--- src/rtl/imm_gen_pipe_if.sv ---
// Decode-side handshake bundle for imm_gen_pipe: instruction request in, immediate result out.
// master = instruction producer / result consumer, slave = the generator.
interface imm_gen_pipe_if #(
  parameter int XLEN  = 64,
  parameter int TAG_W = 8
);
  logic             in_valid;
  logic             in_ready;
  logic [31:0]      in_instr;
  logic [TAG_W-1:0] in_tag;
  logic             out_valid;
  logic             out_ready;
  logic [XLEN-1:0]  out_imm;
  logic [2:0]       out_fmt;
  logic             out_illegal;
  logic [TAG_W-1:0] out_tag;

  modport master (
    output in_valid, in_instr, in_tag, out_ready,
    input  in_ready, out_valid, out_imm, out_fmt, out_illegal, out_tag
  );

  modport slave (
    input  in_valid, in_instr, in_tag, out_ready,
    output in_ready, out_valid, out_imm, out_fmt, out_illegal, out_tag
  );
endinterface

--- src/rtl/imm_gen_pipe.sv ---
// Elastic RV32/RV64 immediate generator: combinational decode feeding STAGES
// valid/ready register stages, plus a saturating count of illegal encodings.
module imm_gen_pipe #(
  parameter int XLEN   = 64,
  parameter int STAGES = 1,
  parameter int TAG_W  = 8,
  parameter int CNT_W  = 16
) (
  input  logic             clk,
  input  logic             rst_n,
  imm_gen_pipe_if.slave    bus,
  input  logic             clr_cnt,
  output logic [CNT_W-1:0] illegal_cnt
);

  if (!(XLEN == 32 || XLEN == 64)) begin : g_bad_xlen
    $error("imm_gen_pipe: XLEN must be 32 or 64");
  end
  if (!(STAGES == 1 || STAGES == 2)) begin : g_bad_stages
    $error("imm_gen_pipe: STAGES must be 1 or 2");
  end

  typedef enum logic [2:0] {
    FMT_NONE = 3'd0, FMT_I = 3'd1, FMT_S = 3'd2, FMT_B = 3'd3,
    FMT_U    = 3'd4, FMT_J = 3'd5, FMT_SH = 3'd6
  } fmt_e;

  typedef struct packed {
    logic [XLEN-1:0]  imm;
    fmt_e             fmt;
    logic             illegal;
    logic [TAG_W-1:0] tag;
  } res_t;

  localparam logic [6:0] OP_LOAD   = 7'b0000011;
  localparam logic [6:0] OP_JALR   = 7'b1100111;
  localparam logic [6:0] OP_IMM    = 7'b0010011;
  localparam logic [6:0] OP_IMM32  = 7'b0011011;
  localparam logic [6:0] OP_STORE  = 7'b0100011;
  localparam logic [6:0] OP_BRANCH = 7'b1100011;
  localparam logic [6:0] OP_LUI    = 7'b0110111;
  localparam logic [6:0] OP_AUIPC  = 7'b0010111;
  localparam logic [6:0] OP_JAL    = 7'b1101111;

  logic [31:0] instr;
  logic [6:0]  op;
  logic [2:0]  f3;
  logic        is_sh;
  res_t        dec;

  assign instr = bus.in_instr;
  assign op    = instr[6:0];
  assign f3    = instr[14:12];
  assign is_sh = (f3 == 3'b001) || (f3 == 3'b101);

  always_comb begin
    dec         = '0;
    dec.tag     = bus.in_tag;
    dec.fmt     = FMT_NONE;
    dec.illegal = 1'b0;
    case (op)
      OP_LOAD, OP_JALR: begin
        dec.imm = XLEN'($signed(instr[31:20]));
        dec.fmt = FMT_I;
      end
      OP_IMM: begin
        if (is_sh) begin
          dec.fmt = FMT_SH;
          // RV32 has only 5 shamt bits; shamt[5] set is an illegal encoding
          if (XLEN == 64) begin
            dec.imm = XLEN'(instr[25:20]);
          end else begin
            dec.imm     = XLEN'(instr[24:20]);
            dec.illegal = instr[25];
          end
        end else begin
          dec.imm = XLEN'($signed(instr[31:20]));
          dec.fmt = FMT_I;
        end
      end
      OP_IMM32: begin
        if (XLEN == 32) begin
          dec.illegal = 1'b1;
        end else if (is_sh) begin
          dec.imm = XLEN'(instr[24:20]);
          dec.fmt = FMT_SH;
        end else begin
          dec.imm = XLEN'($signed(instr[31:20]));
          dec.fmt = FMT_I;
        end
      end
      OP_STORE: begin
        dec.imm = XLEN'($signed({instr[31:25], instr[11:7]}));
        dec.fmt = FMT_S;
      end
      OP_BRANCH: begin
        dec.imm = XLEN'($signed({instr[31], instr[7], instr[30:25], instr[11:8], 1'b0}));
        dec.fmt = FMT_B;
      end
      OP_LUI, OP_AUIPC: begin
        dec.imm = XLEN'($signed({instr[31:12], 12'b0}));
        dec.fmt = FMT_U;
      end
      OP_JAL: begin
        dec.imm = XLEN'($signed({instr[31], instr[19:12], instr[20], instr[30:21], 1'b0}));
        dec.fmt = FMT_J;
      end
      default: dec.illegal = 1'b1;
    endcase
  end

  // Elastic pipeline: stage k loads when it is empty or its contents move on.
  logic [STAGES-1:0] vld_pipe;
  res_t              stg     [STAGES];
  res_t              src     [STAGES];
  logic [STAGES-1:0] src_vld;
  logic [STAGES-1:0] go;
  logic              all_full;

  always_comb begin
    src[0]     = dec;
    src_vld[0] = bus.in_valid;
    for (int k = 1; k < STAGES; k++) begin
      src[k]     = stg[k-1];
      src_vld[k] = vld_pipe[k-1];
    end
  end

  // Stage k can load iff the consumer takes the head or any stage from k on is empty.
  always_comb begin
    all_full = 1'b1;
    go       = '0;
    for (int k = STAGES - 1; k >= 0; k--) begin
      all_full = all_full & vld_pipe[k];
      go[k]    = bus.out_ready | !all_full;
    end
  end

  always_ff @(posedge clk or negedge rst_n) begin
    if (!rst_n) begin
      vld_pipe <= '0;
      for (int k = 0; k < STAGES; k++) stg[k] <= '0;
    end else begin
      for (int k = 0; k < STAGES; k++) begin
        if (go[k]) begin
          vld_pipe[k] <= src_vld[k];
          if (src_vld[k]) stg[k] <= src[k];
        end
      end
    end
  end

  assign bus.in_ready    = go[0];
  assign bus.out_valid   = vld_pipe[STAGES-1];
  assign bus.out_imm     = stg[STAGES-1].imm;
  assign bus.out_fmt     = stg[STAGES-1].fmt;
  assign bus.out_illegal = stg[STAGES-1].illegal;
  assign bus.out_tag     = stg[STAGES-1].tag;

  logic acc_illegal;
  assign acc_illegal = bus.in_valid & go[0] & dec.illegal;

  always_ff @(posedge clk or negedge rst_n) begin
    if (!rst_n) begin
      illegal_cnt <= '0;
    end else if (clr_cnt) begin
      illegal_cnt <= '0;
    end else if (acc_illegal && (illegal_cnt != {CNT_W{1'b1}})) begin
      illegal_cnt <= illegal_cnt + 1'b1;
    end
  end

endmodule

--- src/flat_wrapper.sv ---
// flat-port wrapper written by rule: the top's interface ports become plain ports
module imm_gen_pipe_flat 
#(
  parameter int XLEN   = 64,
  parameter int STAGES = 1,
  parameter int TAG_W  = 8,
  parameter int CNT_W  = 16
)
  (clk, rst_n, clr_cnt, illegal_cnt, bus_in_valid, bus_in_instr, bus_in_tag, bus_out_ready, bus_in_ready, bus_out_valid, bus_out_imm, bus_out_fmt, bus_out_illegal, bus_out_tag);
  imm_gen_pipe_if #(.XLEN(XLEN), .TAG_W(TAG_W)) bus_i ();
  input  logic clk;
  input  logic rst_n;
  input  logic clr_cnt;
  output logic [CNT_W-1:0] illegal_cnt;
  input wire logic [$bits(bus_i.in_valid)-1:0] bus_in_valid;
  input wire logic [$bits(bus_i.in_instr)-1:0] bus_in_instr;
  input wire logic [$bits(bus_i.in_tag)-1:0] bus_in_tag;
  input wire logic [$bits(bus_i.out_ready)-1:0] bus_out_ready;
  output wire logic [$bits(bus_i.in_ready)-1:0] bus_in_ready;
  output wire logic [$bits(bus_i.out_valid)-1:0] bus_out_valid;
  output wire logic [$bits(bus_i.out_imm)-1:0] bus_out_imm;
  output wire logic [$bits(bus_i.out_fmt)-1:0] bus_out_fmt;
  output wire logic [$bits(bus_i.out_illegal)-1:0] bus_out_illegal;
  output wire logic [$bits(bus_i.out_tag)-1:0] bus_out_tag;
  assign bus_i.in_valid = bus_in_valid;
  assign bus_i.in_instr = bus_in_instr;
  assign bus_i.in_tag = bus_in_tag;
  assign bus_i.out_ready = bus_out_ready;
  assign bus_in_ready = bus_i.in_ready;
  assign bus_out_valid = bus_i.out_valid;
  assign bus_out_imm = bus_i.out_imm;
  assign bus_out_fmt = bus_i.out_fmt;
  assign bus_out_illegal = bus_i.out_illegal;
  assign bus_out_tag = bus_i.out_tag;
  imm_gen_pipe #(.XLEN(XLEN), .STAGES(STAGES), .TAG_W(TAG_W), .CNT_W(CNT_W)) u_core (.clk(clk), .rst_n(rst_n), .bus(bus_i), .clr_cnt(clr_cnt), .illegal_cnt(illegal_cnt));
endmodule
--- config.mk ---
export PLATFORM = sky130hd
export DESIGN_NAME = imm_gen_pipe_flat
export DESIGN_NICKNAME = d
export VERILOG_FILES = /design/src/rtl/imm_gen_pipe_if.sv /design/src/rtl/imm_gen_pipe.sv /design/src/flat_wrapper.sv
export SDC_FILE = /design/constraint.sdc
export NUM_CORES = 1
export LEC_CHECK = 0
export BUFFER_PORTS_ARGS = -buffer_cell sky130_fd_sc_hd__buf_2
export CAP_MARGIN = 20
export CORE_ASPECT_RATIO = 1.1
export CORE_UTILIZATION = 48
export DETAILED_ROUTE_END_ITERATION = 12
export PLACE_DENSITY = 0.78
export SYNTH_ARGS = -nofsm -noshare
export SYNTH_HDL_FRONTEND = slang
export SYNTH_SLANG_ARGS = --single-unit
export TNS_END_PERCENT = 5
--- constraint.sdc ---
create_clock -name clk -period 2.8 [get_ports clk]
set_clock_uncertainty 0.2 [all_clocks]
set_input_delay 0.56 -clock clk [delete_from_list [all_inputs] [get_ports clk]]
set_output_delay 0.56 -clock clk [all_outputs]
set_load 0.1 [all_outputs]
After elaboration in Yosys (flattened, before gate mapping)
Index checks and enable logic that the tools add are counted.
W data, S select, Z words.
Operators by class
  add/subtract/negate cells: 1
  eq/ne operators: 12
  multiplexer cells: 6
  bitwise logic cells: 3
  reductions and logical operators: 8
Operators with widths (count)
  $pmux W67 S7: 1
  $mux W67: 2
  $mux W16: 2
  $eq A7 B5 Y1 const B: 3
  $eq A7 B7 Y1 const B: 3
  $add A16 B1 Y16 const B: 1
  $ne A16 B16 Y1 const B: 1
  $eq A7 B6 Y1 const B: 2
  $reduce_or A9 Y1: 1
  $eq A7 B2 Y1 const B: 1
  $reduce_or A2 Y1: 2
  $eq A3 B1 Y1 const B: 1
  $eq A3 B3 Y1 const B: 1
  $and A1 B1 Y1: 2
  $reduce_and A2 Y1: 1
  $reduce_bool A2 Y1: 1
  $logic_and A1 B1 Y1: 1
  $logic_not A1 Y1: 1
  $logic_or A1 B1 Y1: 1
  $mux W1: 1
  $or A1 B1 Y1: 1
Word-level totals
  flip-flop bits (word level): 93
  bits of input ports: 45
  output and inout port bits: 94
  logic and storage cells: 36

Logic depth before layout (Yosys ltp)
  depth in word-level cells: 7
  mapped depth: 7

Worst setup path before layout
Ideal clock, no wire load.
  path kind: flip-flop to flip-flop
  from: register u_core.vld_pipe (netlist: u_core.bus.out_valid)
  to: register u_core.stg (netlist bit u_core.bus.out_imm[62])
  library setup time: 0.085 ns
  data arrival time: 2.772 ns
  data required time: 2.515 ns
  path slack: -0.257 ns
  cell stages (with the launch flop): 6
  cells stage by stage: dfrtp_1 > nand2_1 > nand2_1 > clkbuf_1 > nand2_1 > o21ai_0
On the way
  cells in the longest elaborated chain, start to end: 3
RTL lines
  start, declared: line imm_gen_pipe.sv:113  | logic [STAGES-1:0] vld_pipe;
  start signal, assigned by index: line imm_gen_pipe.sv:146  | vld_pipe[k] <= src_vld[k];
  $logic_not A1 Y1: line imm_gen_pipe.sv:135  | go[k] = bus.out_ready | !all_full;
  $or A1 B1 Y1: line imm_gen_pipe.sv:135
  named net bus_in_ready: line flat_wrapper.sv:19  | output wire logic [$bits(bus_i.in_ready)-1:0] bus_in_ready;
  $reduce_and A2 Y1 (no line)
  end signal, assigned by index: line imm_gen_pipe.sv:147  | if (src_vld[k]) stg[k] <= src[k];
  end, declared: line imm_gen_pipe.sv:114  | res_t stg [STAGES];
The timed path passes the listed nets, and every way through them passes these cells.
A chain may end at the register's enable or synchronous reset.

Worst setup path after layout
  from: register u_core.stg (netlist bit u_core.bus.out_imm[62])
  to: output bus_out_imm[62]
RTL lines
  end, declared: line flat_wrapper.sv:21  | output wire logic [$bits(bus_i.out_imm)-1:0] bus_out_imm;
No word-level cell between the ends.

==> impl_metrics.py <==
metrics = {
    "timing": {
        "finalHoldViolations": 0,
        "rsz0062_at_grt": "no",
        "setup_violations": 0,
        "fin_ws_ps": 410,
        "maxSlewViolCount": 0,
        "period_minus_slack_ps": 2390,
        "holdWs_ps": 230,
        "slew_headroom": 0.568,
        "fin_crit_sh": 0.854,
        "worstMarginPinSlew_ps": 648,
        "fmax_mhz": 418,
    },
    "critical_path": {
        "cp_slowest_cell": "dfrtp_1",
        "reg2reg_to": "u_core.illegal_cnt[11]",
        "path_delay_family": "flip-flops",
        "cp.arrival_ps": 1630,
        "reg2reg_from": "u_core.illegal_cnt[0]",
        "reg2reg_slack_ps": 440,
        "critPathMaxFanout": 34,
        "slowest_delay_ps": 760,
        "cp_num_buf_inv": 1,
        "worstPathCellList": "buf_2",
        "critical_path_class": "reg2out",
        "ff2ff_path_depth": 6,
        "cp-end-kind": "output pin",
        "required_ps": 2040,
        "startpoint_type": "flip-flop",
    },
    "synth": {
        "synth_warnings": 0,
        "syn_avg_cell_area_um2": 8.62,
        "ys_top_cells_by_area": "dfrtp_1, nand2_1, buf_4, a21oi_1, o21ai_0",
        "syn_nets": 427,
        "synthCells": 381,
        "yosysTopAreaCell": "dfrtp_1",
        "synth_area_um2": 3290,
        "synth.top_cell.area_share": 0.465,
        "synth_top_family_by_area": "simple AND/OR/NAND/NOR gates",
        "synth_compound_area_frac": 0.200,
        "synth_simple_gate_area_frac": 0.211,
        "synth_seq_area_share": 0.465,
        "ys_types": 48,
        "synth_adder_area_share": 0.00381,
        "synth_seq_cells": 61,
        "synthXorXnorAreaFrac": 0,
        "yosys-mux-area-fraction": 0.0103,
    },
    "cells_and_area": {
        "antennaDiodeCount": 0,
        "nFillCells": 622,
        "final_util": 0.605,
        "final_common_cell": "buf_2",
        "multi_input_area_um2": 1400,
        "drive_gt1_frac": 0.349,
        "layout_common_cells": "buf_2, nand2_1, dfrtp_1",
        "regArea_um2": 1530,
        "area_growth_pct": 21.4,
        "finalInstanceArea_um2": 3990,
        "layout.nets": 536,
    },
    "hold_path": {
        "hold_end": "u_core.bus.out_tag[1]",
        "min_path_type": "in2reg",
        "hold_depth": 3,
        "worstHoldStart": "bus_in_tag[1]",
    },
    "power_and_ir_drop": {
        "ir_drop_mv": 0.332,
        "p_total_uw": 2060,
        "powerDensity_nw_per_um2": 516,
        "leakage_uw": 0.00203,
    },
    "place": {
        "place_hpwl_um": 6240,
        "portBuffers": 138,
        "placed_cell_area_um2": 3830,
        "place.gp.congestion": 0.890,
        "pre_cts_slack_ps": 160,
    },
    "clock_network": {
        "clk_pin_slew_ps": 60,
        "h-tree-depth": 3,
        "cts_tree": "yes",
        "cts_resized": 0,
        "cts.path.max_buffers": 2,
        "post_cts_buffers": 0,
        "root_buffer": "clkbuf_8",
        "cts.sinks": 61,
        "cts-buffers-inserted": 9,
        "insertion_delay_ps": 320,
    },
    "die": {
        "core_area_um2": 6590,
        "fp.dieW_um": 80.9,
        "num_rows": 31,
        "fp.dieArea_um2": 7180,
        "start_util": 0.498,
        "die_y_um": 88.8,
        "ios": 139,
    },
    "drt": {
        "drt_drc_violations_left": 0,
        "wl_per_cell_um": 14.5,
        "routed_wl_um": 8360,
        "drt_iter0_drc": 157,
        "first_pass_iters": 5,
        "via_per_inst": 5.29,
        "ant_nets": 0,
        "vias": 3039,
    },
    "global_route": {
        "antenna_found_initial": 0,
        "grt_first_pass_wirelength_um": 13200,
        "grt_max_degree": 47,
        "grt_use_total": 0.244,
        "grt_pass1_vias": 2737,
        "grt-ovfl-total": 0,
    },
    "run_status": {
        "status": "finished, final reports clean",
    },
    "job": {
        "cap_violations": 0,
    },
}
stage by stage:
stage,cells,TNS [ps]
floorplan,381,-378
global placement,560,0
detailed placement,560,0
CTS,575,0
global route,575,0
finish,575,0
registers in the layout (all words and copies together) (netlist names):
signal	cells
u_core.bus.out_illegal	1
u_core.bus.out_imm	32
u_core.bus.out_tag	8
u_core.bus.out_fmt	3
u_core.illegal_cnt	16
u_core.bus.out_valid	1
timing repair:
item | 4_1_cts | 5_1_grt
setup endpoints to repair | 0 | 0
hold buffers | 1 | 0
hold endpoints to repair | 12 | 0
how the worst max path moves through the flow:
stage | start | to | slack (ps) | depth (start not counted)
CTS | u_core.bus.out_imm[62] | bus_out_imm[51] | 360 | 1
global placement | bus_in_instr[6] | u_core.illegal_cnt[8] | 230 | 7
detailed placement | bus_in_instr[6] | u_core.illegal_cnt[8] | 160 | 7
floorplan | u_core.illegal_cnt[0] | u_core.illegal_cnt[15] | -130 | 7
global route | u_core.bus.out_imm[62] | bus_out_imm[48] | 230 | 1
finish | u_core.bus.out_imm[62] | bus_out_imm[62] | 410 | 1
cell type report:
cell class | instances | share of cell area
flip-flops and latches | 61 | 0.383
multi-input cells | 260 | 0.351
repair buffers | 150 | 0.196
clock buffers | 11 | 0.0329
well taps | 82 | 0.0257
inverters | 8 | 0.00753
clock inverters | 3 | 0.00377
synth_stat cells (all sizes together):
cell type and instances:
a2111o 1, a211oi 1, a21oi 36, a221oi 1
a22oi 6, a31o 1, a31oi 3, a32oi 1
and2 5, and3 3, and4b 2, buf 43
clkbuf 9, dfrtp 61, ha 1, inv 8
mux2 3, nand2 78, nand2b 4, nand3 7
nand3b 1, nand4 2, nor2 15, nor2b 4
nor3 2, nor3b 1, nor4 4, nor4b 1
nor4bb 1, o2111ai 2, o211ai 1, o21ai 50
o21ba 1, o22a 1, o31a 1, o31ai 5
or3 9, or3b 1, or4 5
logic make-up after synthesis:
kind of cell	count (synthesis)
compound gates	111
fa+ha+maj	1
simple gates	145
flops	61
mux	3
buf+inv	60
report_power, final:
group          internal, µW  switching (µW)  leakage (µW)
registers               905            16.7      0.000831
clock network           307             316     0.0000788
logic                  87.2             427       0.00112
total                  1300             760       0.00203
metal layers:
metal / up-vias / share of wire / global-route usage
met2: 102 / 0.50 / 0.394
met3: 8 / 0.069 / 0.0619
met5: - / 0 / 0
met4: 0 / 0.0098 / 0.104
met1: 1415 / 0.42 / 0.311
li1: 1514 / - / -
Note: power is estimated with default switching activity, not from simulation.
